--- src/rtl/irq_bridge_if.sv ---
// CPU-side bus of irq_bridge: address, write data, byte enables, read data, bus error.
// The CPU drives through master; the bridge answers through slave.
interface irq_bridge_if;
    logic [31:0] cpu_addr;
    logic [31:0] cpu_wdata;
    logic [3:0]  cpu_we;
    logic [31:0] cpu_rdata;
    logic        bus_err;

    modport master (output cpu_addr, output cpu_wdata, output cpu_we,
                    input  cpu_rdata, input bus_err);
    modport slave  (input  cpu_addr, input cpu_wdata, input cpu_we,
                    output cpu_rdata, output bus_err);
endinterface

--- src/rtl/irq_bridge.sv ---
// CPU-to-device address decoder with an edge/level interrupt controller and a write-miss counter.
// Optional IRQ_BRIDGE_SYNC_EN adds a 2-flop synchroniser in front of every irq_in bit.
module irq_bridge #(
    parameter int          NDEV      = 2,
    parameter int          NIRQ      = 6,
    parameter int          WIN_AW    = 4,
    parameter logic [31:0] BASE_ADDR = 32'h0000_7F00
) (
    input  logic                 clk,
    input  logic                 reset,
    irq_bridge_if.slave          cpu,
    output logic [WIN_AW-1:0]    dev_addr,
    output logic [31:0]          dev_wdata,
    output logic [4*NDEV-1:0]    dev_we,
    input  logic [32*NDEV-1:0]   dev_rdata,
    input  logic [NIRQ-1:0]      irq_in,
    output logic [NIRQ-1:0]      hwint
);
    localparam logic [WIN_AW-1:0] OFF_PEND = WIN_AW'(4'h0);
    localparam logic [WIN_AW-1:0] OFF_MASK = WIN_AW'(4'h4);
    localparam logic [WIN_AW-1:0] OFF_MODE = WIN_AW'(4'h8);
    localparam logic [WIN_AW-1:0] OFF_ERR  = WIN_AW'(4'hC);

    logic [31:0]     off_s, idx_s, bm_s, wbm_s, dev_rd_s, ctl_rd_s;
    logic            ctl_hit_s, miss_s, wr_s;
    logic [NIRQ-1:0] s_s, clr_s;
    logic [NIRQ-1:0] pend_q, pend_d, mask_q, mask_d, mode_q, mode_d, prev_q;
    logic [7:0]      err_q, err_d;

    assign off_s     = cpu.cpu_addr - BASE_ADDR;
    assign idx_s     = off_s >> WIN_AW;
    assign ctl_hit_s = (idx_s == 32'(NDEV));
    assign miss_s    = (idx_s > 32'(NDEV));
    assign wr_s      = (cpu.cpu_we != 4'h0);
    assign dev_addr  = cpu.cpu_addr[WIN_AW-1:0];
    assign dev_wdata = cpu.cpu_wdata;
    assign bm_s      = {{8{cpu.cpu_we[3]}}, {8{cpu.cpu_we[2]}}, {8{cpu.cpu_we[1]}}, {8{cpu.cpu_we[0]}}};
    assign wbm_s     = cpu.cpu_wdata & bm_s;

`ifdef IRQ_BRIDGE_SYNC_EN
    logic [NIRQ-1:0] sync1_q, sync2_q;

    // Two-stage synchroniser for asynchronous interrupt requests
    always_ff @(posedge clk or posedge reset) begin
        if (reset) begin
            sync1_q <= '0;
            sync2_q <= '0;
        end else begin
            sync1_q <= irq_in;
            sync2_q <= sync1_q;
        end
    end
    assign s_s = sync2_q;
`else
    assign s_s = irq_in;
`endif

    // Device strobe steering and read-data mux
    always_comb begin
        dev_we   = '0;
        dev_rd_s = 32'h0;
        for (int i = 0; i < NDEV; i++) begin
            dev_we[4*i +: 4] = (idx_s == 32'(i)) ? cpu.cpu_we : 4'h0;
            dev_rd_s = dev_rd_s | ((idx_s == 32'(i)) ? dev_rdata[32*i +: 32] : 32'h0);
        end
        case (dev_addr)
            OFF_PEND: ctl_rd_s = 32'(pend_q);
            OFF_MASK: ctl_rd_s = 32'(mask_q);
            OFF_MODE: ctl_rd_s = 32'(mode_q);
            OFF_ERR:  ctl_rd_s = {24'h0, err_q};
            default:  ctl_rd_s = 32'h0;
        endcase
        cpu.cpu_rdata = ctl_hit_s ? ctl_rd_s : dev_rd_s;
        cpu.bus_err   = wr_s & miss_s;
    end

    // Controller next state; edge sources keep a new edge over a simultaneous clear
    always_comb begin
        clr_s  = '0;
        mask_d = mask_q;
        mode_d = mode_q;
        err_d  = err_q;
        if (ctl_hit_s && dev_addr == OFF_PEND) clr_s = wbm_s[NIRQ-1:0];
        else                                   clr_s = '0;
        if (ctl_hit_s && dev_addr == OFF_MASK) mask_d = (mask_q & ~bm_s[NIRQ-1:0]) | wbm_s[NIRQ-1:0];
        else                                   mask_d = mask_q;
        if (ctl_hit_s && dev_addr == OFF_MODE) mode_d = (mode_q & ~bm_s[NIRQ-1:0]) | wbm_s[NIRQ-1:0];
        else                                   mode_d = mode_q;
        pend_d = (mode_q & ((pend_q & ~clr_s) | (s_s & ~prev_q))) | (~mode_q & s_s);
        if (ctl_hit_s && wr_s && dev_addr == OFF_ERR)  err_d = 8'h00;
        else if (wr_s && miss_s && err_q != 8'hFF)     err_d = err_q + 8'd1;
        else                                           err_d = err_q;
    end

    // Controller state registers and the registered interrupt vector
    always_ff @(posedge clk or posedge reset) begin
        if (reset) begin
            pend_q <= '0;
            mask_q <= '0;
            mode_q <= '0;
            prev_q <= '0;
            err_q  <= 8'h00;
            hwint  <= '0;
        end else begin
            pend_q <= pend_d;
            mask_q <= mask_d;
            mode_q <= mode_d;
            prev_q <= s_s;
            err_q  <= err_d;
            hwint  <= pend_q & mask_q;
        end
    end
endmodule
--- src/flat_wrapper.sv ---
// flat-port wrapper written by rule: the top's interface ports become plain ports
module irq_bridge_flat 
#(
    parameter int          NDEV      = 2,
    parameter int          NIRQ      = 6,
    parameter int          WIN_AW    = 4,
    parameter logic [31:0] BASE_ADDR = 32'h0000_7F00
)
  (clk, reset, dev_addr, dev_wdata, dev_we, dev_rdata, irq_in, hwint, cpu_cpu_addr, cpu_cpu_wdata, cpu_cpu_we, cpu_cpu_rdata, cpu_bus_err);
  irq_bridge_if cpu_i ();
  input  logic clk;
  input  logic reset;
  output logic [WIN_AW-1:0] dev_addr;
  output logic [31:0] dev_wdata;
  output logic [4*NDEV-1:0] dev_we;
  input  logic [32*NDEV-1:0] dev_rdata;
  input  logic [NIRQ-1:0] irq_in;
  output logic [NIRQ-1:0] hwint;
  input wire logic [$bits(cpu_i.cpu_addr)-1:0] cpu_cpu_addr;
  input wire logic [$bits(cpu_i.cpu_wdata)-1:0] cpu_cpu_wdata;
  input wire logic [$bits(cpu_i.cpu_we)-1:0] cpu_cpu_we;
  output wire logic [$bits(cpu_i.cpu_rdata)-1:0] cpu_cpu_rdata;
  output wire logic [$bits(cpu_i.bus_err)-1:0] cpu_bus_err;
  assign cpu_i.cpu_addr = cpu_cpu_addr;
  assign cpu_i.cpu_wdata = cpu_cpu_wdata;
  assign cpu_i.cpu_we = cpu_cpu_we;
  assign cpu_cpu_rdata = cpu_i.cpu_rdata;
  assign cpu_bus_err = cpu_i.bus_err;
  irq_bridge #(.NDEV(NDEV), .NIRQ(NIRQ), .WIN_AW(WIN_AW), .BASE_ADDR(BASE_ADDR)) u_core (.clk(clk), .reset(reset), .cpu(cpu_i), .dev_addr(dev_addr), .dev_wdata(dev_wdata), .dev_we(dev_we), .dev_rdata(dev_rdata), .irq_in(irq_in), .hwint(hwint));
endmodule
--- config.mk ---
export PLATFORM = sky130hd
export DESIGN_NAME = irq_bridge_flat
export DESIGN_NICKNAME = d
export VERILOG_FILES = /design/src/rtl/irq_bridge_if.sv /design/src/rtl/irq_bridge.sv /design/src/flat_wrapper.sv
export SDC_FILE = /design/constraint.sdc
export NUM_CORES = 1
export LEC_CHECK = 0
export ABC_AREA = 0
export BUFFER_PORTS_ARGS = -buffer_cell sky130_fd_sc_hd__buf_2
export CORE_ASPECT_RATIO = 0.9
export CORE_MARGIN = 5
export CORE_UTILIZATION = 40
export DETAILED_ROUTE_END_ITERATION = 10
export PLACE_DENSITY = 0.82
export SETUP_SLACK_MARGIN = 0.05
export SLEW_MARGIN = 10
export SYNTH_ARGS = -nofsm -noshare
export SYNTH_HDL_FRONTEND = slang
export SYNTH_SLANG_ARGS = --single-unit
--- constraint.sdc ---
create_clock -name clk -period 2.8 [get_ports clk]
set_input_delay 0.56 -clock clk [delete_from_list [all_inputs] [get_ports clk]]
set_output_delay 0.56 -clock clk [all_outputs]
set_load 0.05 [all_outputs]
==> results of run 1 <==
[worst paths after layout]
kind / from / to / slack, ns / cells past startpoint
worst max register to register: u_core.err_q[1] / u_core.err_q[2] / 0.64 / 6
max in group asynchronous: reset / u_core.err_q[4] / 2.09 / 3
worst min-delay path: reset / u_core.prev_q[2] / 0.38 / 3
worst min register to register: register / u_core.hwint[5] / 0.51 / 1
worst max-delay path: cpu_cpu_addr[23] / dev_we[3] / 0.14 / 7
min in group clk: irq_in[2] / u_core.prev_q[2] / 0.41 / 1
[stage by stage]
stage / util / instance area (µm²) / hold slack [ns]
2_1_floorplan: - / 2950 / 0.467
3_3_place_gp: 0.537 / 3720 / 0.487
5_1_grt: 0.585 / 4050 / 0.398
3_5_place_dp: 0.537 / 3720 / 0.492
4_1_cts: 0.579 / 4020 / 0.386
6_report: 0.585 / 4050 / 0.375
[layout make-up]
class | count | area, µm² | area share
inverter | 4 | 15.0 | 0.00370
multi-input combinational | 189 | 1700 | 0.419
timing repair buffer | 185 | 1130 | 0.279
clock inverter | 2 | 60.1 | 0.0148
clock buffer | 6 | 82.6 | 0.0204
tap | 93 | 116 | 0.0287
sequential | 38 | 951 | 0.235
[report_power, final]
| group | internal (µW) | switching [µW] | total (µW) | leakage, µW |
|---|---|---|---|---|
| clock network | 380 | 191 | 571 | 0.0000714 |
| registers | 618 | 92.8 | 711 | 0.000483 |
| logic | 205 | 230 | 435 | 0.00157 |
[worst max-delay path, stage by stage]
cell,delay [ns]
buf_2,0.12
nor4_4,0.30
nand3_2,0.11
or3_4,0.43
buf_16,0.19
nor3b_4,0.19
buf_6,0.18
[Yosys cell counts (all sizes together)]
library cell / n
nand3: 6
o21ai: 5
nor2b: 2
mux4: 6
nor3: 4
o2bb2ai: 1
nand4: 2
a31oi: 6
nor3b: 5
a21oi: 10
o21bai: 2
clkbuf: 8
and3: 7
ha: 1
nor2: 34
mux2: 12
or3: 2
nand4b: 2
a22oi: 6
and2: 6
a311oi: 1
inv: 4
or4: 3
mux2i: 32
and4bb: 2
dfrtp: 38
o32ai: 1
nor4: 4
o41ai: 1
or2: 1
buf: 41
nor4b: 5
nand2: 18
o31ai: 2
[layer usage]
layer  vias to the layer above  track usage
met5                         -            0
met4                         0       0.0447
met3                         8       0.0562
met2                       107        0.335
met1                      1286        0.247
li1                       1268            -
[timing repair]
| item | CTS | global route |
|---|---|---|
| endpoints found under the setup margin | 40 | 15 |
| pin swaps | 4 | 4 |
| setup buffers | 0 | 2 |
| cloned | 1 | 0 |
| hold endpoints to repair | 0 | 0 |
| gates resized for setup | 39 | 6 |
[cell families (layout without fill, tap and decap cells)]
group	Yosys count	in the layout	share of synthesized area
and+or+nand+nor	103	103	0.246
buffers and inverters	53	197	0.121
muxes	50	50	0.210
DFF	38	38	0.339
AOI/OAI and AO/OA	35	35	0.0794
adders and majority gates	1	1	0.00446
==> flow_metrics.tcl, run 1 <==
set metrics [dict create \
    status "finished clean" \
    dr_total_vias 2669 \
    clock_skew_ns 0.00354 \
    grt-ovfl-total 0 \
    htreeDepth 2 \
    postSynthCellCount 280 \
    top_layer_used "met4" \
    synth_top_area_share 0.339 \
    ys_ff_latch 38 \
    die-area_um2 8790 \
    insertion_delay_ns 0.28 \
    synth_top_area_cell "dfrtp_1" \
    rsz0062_at_grt "true" \
    netlist_area_um2 2810 \
    syn_nets 421 \
    final_cells 517 \
    max_slew.worst_pin.slew_ns 0.968 \
    via_per_inst 5.16 \
    area_growth_syn_to_layout_pct 44.4 \
    vdd_drop_max_mv 0.275 \
    track_usage 0.195 \
    pre_cts_ws_ns -0.0955 \
    grt_pass1_vias 2636 \
    row_count 29 \
    antenna_found_initial 0 \
    fin_nets 564 \
    crit_arrival_ns 2.10 \
    worst_setup_path_end_kind "primary output" \
    nFillCells 585 \
    hold_class "input port to asynchronous set/reset pin" \
    period_share 0.949 \
    slew_headroom 0.350 \
    portBuffers 170 \
    drt.antenna.violating_nets 0 \
    setup_viol 0 \
    root_buffer "clkbuf_8" \
    cts.reportedPaths.clkPinSlew_ns 0.08 \
    route.detailed.drc 0 \
    syn_avg_cell_area_um2 10.0 \
    power_per_cell_area_nw_per_um2 423 \
    core-area_um2 6930 \
    final_common_cell "buf_2" \
    worst_setup_path_start_kind "input port" \
    numCtsBuffers 5 \
    drv_slew 0 \
    synthTopCellsByArea "dfrtp_1 34%, mux2i_1 11%, buf_4 9.6%" \
    worst_slack_ns 0.144 \
    start_util 0.405 \
    routed_wl_mm 9.37 \
    max_freq_ghz 0.377 \
    wl_per_cell_um 18.1 \
    cts.sinks 38 \
    hold_buffers 0 \
    first_pass_iters 4 \
    dieHeight_um 89.5 \
    fp.dieW_um 98.3 \
    grt_max_degree 42 \
    final_cell_mix "146 x buf_2, 38 x dfrtp_1, 32 x mux2i_1" \
    fin_crit_ns 2.66 \
    hpwlAfterDp_mm 7.44 \
    io_pins 223 \
    seq_area_frac_synth 0.339 \
    cts_buffer_depth 2 \
    placed_cells 506 \
    dr_wl_met3_um 706 \
    wl_met1_mm 3.68 \
    cts_tree "built" \
    drv_cap 0 \
    ys_warn_count 0 \
    drt_iter0_drc 99 \
    criticalPathCategory "input port to primary output" \
    antenna_cells 0 \
    critical_path_required_ns 2.24 \
    wl_met2_mm 4.84 \
    grt_pass1_wl_mm 13.8 \
    p_total_uw 1720 \
    hold_viol 0 \
    place.gp.congestion 0.803 \
    netlist-cell-type-count 42 \
    fin_setup_tns_ns 0 \
    power.leakage_uw 0.00212 \
    worst-path-max-fanout 14 \
    drive_gt1_frac 0.585 \
]
Note: power is estimated with default switching activity, not from simulation.
==> run 2, diff against run 1 <==
--- a/config.mk
+++ b/config.mk
@@ -6,12 +6,12 @@
 export NUM_CORES = 1
 export LEC_CHECK = 0
 export ABC_AREA = 0
+export ABC_CLOCK_PERIOD_IN_PS = 2800
 export BUFFER_PORTS_ARGS = -buffer_cell sky130_fd_sc_hd__buf_2
 export CORE_ASPECT_RATIO = 0.9
 export CORE_MARGIN = 5
-export CORE_UTILIZATION = 40
+export CORE_UTILIZATION = 30
 export DETAILED_ROUTE_END_ITERATION = 10
-export PLACE_DENSITY = 0.82
 export SETUP_SLACK_MARGIN = 0.05
 export SLEW_MARGIN = 10
 export SYNTH_ARGS = -nofsm -noshare
==> run 2 against run 1 <==
  * Clock skew increased by 0.0014 ns
  * Hold slack improved by 0.0071 ns
  * Clock power decreased by 34%
  * Routed wire length decreased by 1.2%
  * Cell count increased by 6.0%
  * First-iteration DRC count increased by 14%
  * Sequential cell count unchanged
  * Final area about the same
  * Combinational power decreased by 2%
  * Sequential power decreased by 0.6%
  * Sequential share of layout area about the same
  * Global-route usage decreased by 4.4 points
  * Critical path type unchanged
  * Critical endpoint is now dev_we[0]
==> flow_metrics.tcl, run 2 (same netlist as run 1, synthesis figures left out) <==
set metrics [dict create \
    drv_cap 0 \
    nFillCells 871 \
    critical_path_required_ns 2.24 \
    grt_busiest_layer "met2" \
    drv_slew 0 \
    htreeDepth 2 \
    drt_iter0_drc 113 \
    antenna_cells 0 \
    antenna_found_initial 0 \
    worst_setup_path_start_kind "input port" \
    max_freq_ghz 0.369 \
    grt_max_degree 42 \
    combinationalPowerShare 0.282 \
    p_switching_uw 489 \
    worst-path-max-fanout 14 \
    insertion_delay_ns 0.28 \
    root_buffer "clkbuf_8" \
    fin_crit_ns 2.71 \
    track_usage 0.151 \
    grtUsageMet1 0.180 \
    crit_arrival_ns 2.15 \
    route.detailed.drc 0 \
    hold_viol 0 \
    met3_usage 0.0430 \
    cts_tree "built" \
    final_cell_mix "136 x buf_2, 38 x dfrtp_1, 32 x mux2i_1" \
    area_growth_syn_to_layout_pct 44.4 \
    period_share 0.968 \
    power_switching_share 0.323 \
    post-cts-setup-buffer-count 0 \
    io_pins 223 \
    row_count 33 \
    via_per_inst 4.80 \
    place.gp.congestion 0.884 \
    dr_total_vias 2628 \
    power_per_cell_area_nw_per_um2 373 \
    grt_pass1_vias 2697 \
    hold_class "input port to asynchronous set/reset pin" \
    fp.dieW_um 112 \
    cts_buffer_depth 2 \
    vdd_drop_max_mv 0.176 \
    die-area_um2 11400 \
    cts.reportedPaths.clkPinSlew_ns 0.07 \
    portBuffers 170 \
    clkPwrFrac 0.251 \
    core-area_um2 9130 \
    cts.sinks 38 \
    final_util 0.444 \
    clock_skew_ns 0.00495 \
    routed_wl_mm 9.25 \
    hold_buffers 0 \
    pwr-share-seq 0.467 \
    criticalPathCategory "input port to primary output" \
    wl_per_cell_um 16.9 \
    grt_util_met2 0.272 \
    grt_pass1_wl_mm 14.0 \
    status "finished clean" \
    slew_headroom 0.678 \
    drt.antenna.violating_nets 0 \
    worst_setup_path_end_kind "primary output" \
    grt-ovfl-total 0 \
    setup_viol 0 \
    numCtsBuffers 5 \
    first_pass_iters 4 \
    hpwlAfterDp_mm 7.44 \
    rsz0062_at_grt "true" \
    holdWs_ns 0.382 \
    fin_nets 566 \
    power.leakage_uw 0.00210 \
    max_slew.worst_pin.slew_ns 0.482 \
    dieHeight_um 102 \
    internal-power_uw 1020 \
    final_common_cell "buf_2" \
    start_util 0.308 \
    drive_gt1_frac 0.582 \
]
## run 2: cell count changes in the layout (fill, tap and decap cells not counted), sizes merged
cell	change
buf	-10
bufinv	-2
clkbuf	+13
clkinv	+1
## run 2: worst max-delay path, cell delays in order
cell and delay, ns:
buf_6 0.09, nor4b_4 0.33, nand4_4 0.14, or3_4 0.44
buf_12 0.18, nor3b_4 0.21, buf_6 0.18
## run 2: timing repair
action                     in CTS  in global routing
hold endpoints to repair        0                  0
setup endpoints to repair      36                 39
pin swaps                       0                  2
gates cloned                    0                  2
gates resized for setup        15                 36
## run 2: worst paths after layout
path / from / end / slack [ns] / cells after the start
setup / recovery: cpu_cpu_addr[19] / dev_we[0] / 0.09 / 7
max in group asynchronous: reset / u_core.err_q[7] / 2.08 / 3
hold reg to reg: register / register / 0.51 / 1
min in group clk: irq_in[1] / u_core.prev_q[1] / 0.41 / 1
hold / removal: reset / u_core.pend_q[0] / 0.38 / 3
setup reg to reg: u_core.err_q[0] / u_core.err_q[5] / 1.05 / 6
## run 2: stage by stage
step | setup TNS, ns | area [µm²] | total power (µW) | setup WS (ns) | cells
after CTS | 0 | 3920 | 1530 | 0.0692 | 546
final | 0 | 4050 | 1510 | 0.0883 | 548
after detailed placement | -1.50 | 3780 | 1140 | -0.126 | 538
after floorplan | -1.90 | 2950 | 1070 | -0.0746 | 280
after global placement | -0.367 | 3780 | 1130 | -0.0973 | 538
after global routing | 0 | 4050 | 1620 | 0.0295 | 548
## run 2: area by class of cell
class                           instances  area (µm²)  share of cell area
Inverter                                4        15.0             0.00370
Sequential cell                        38         951               0.235
Tap cell                              122         153              0.0377
Timing Repair Buffer                  187        1160               0.285
Clock inverter                          1        5.00             0.00123
Multi-Input combinational cell        189        1690               0.416
Clock buffer                            7        86.3              0.0213
## run 2: per-layer routing
metal  up-vias  share of wire
met5         -              0
met3        18          0.064
met4         0          0.011
met2        78           0.53
li1       1276              -
met1      1256           0.40
## run 2: power by group through the flow
stage / registers (µW) / logic [µW] / clock network (µW)
3_3_place_gp: 715 / 416 / 0
6_report: 707 / 427 / 379
4_1_cts: 707 / 426 / 393
3_5_place_dp: 717 / 425 / 0
2_1_floorplan: 686 / 387 / 0
5_1_grt: 719 / 484 / 414
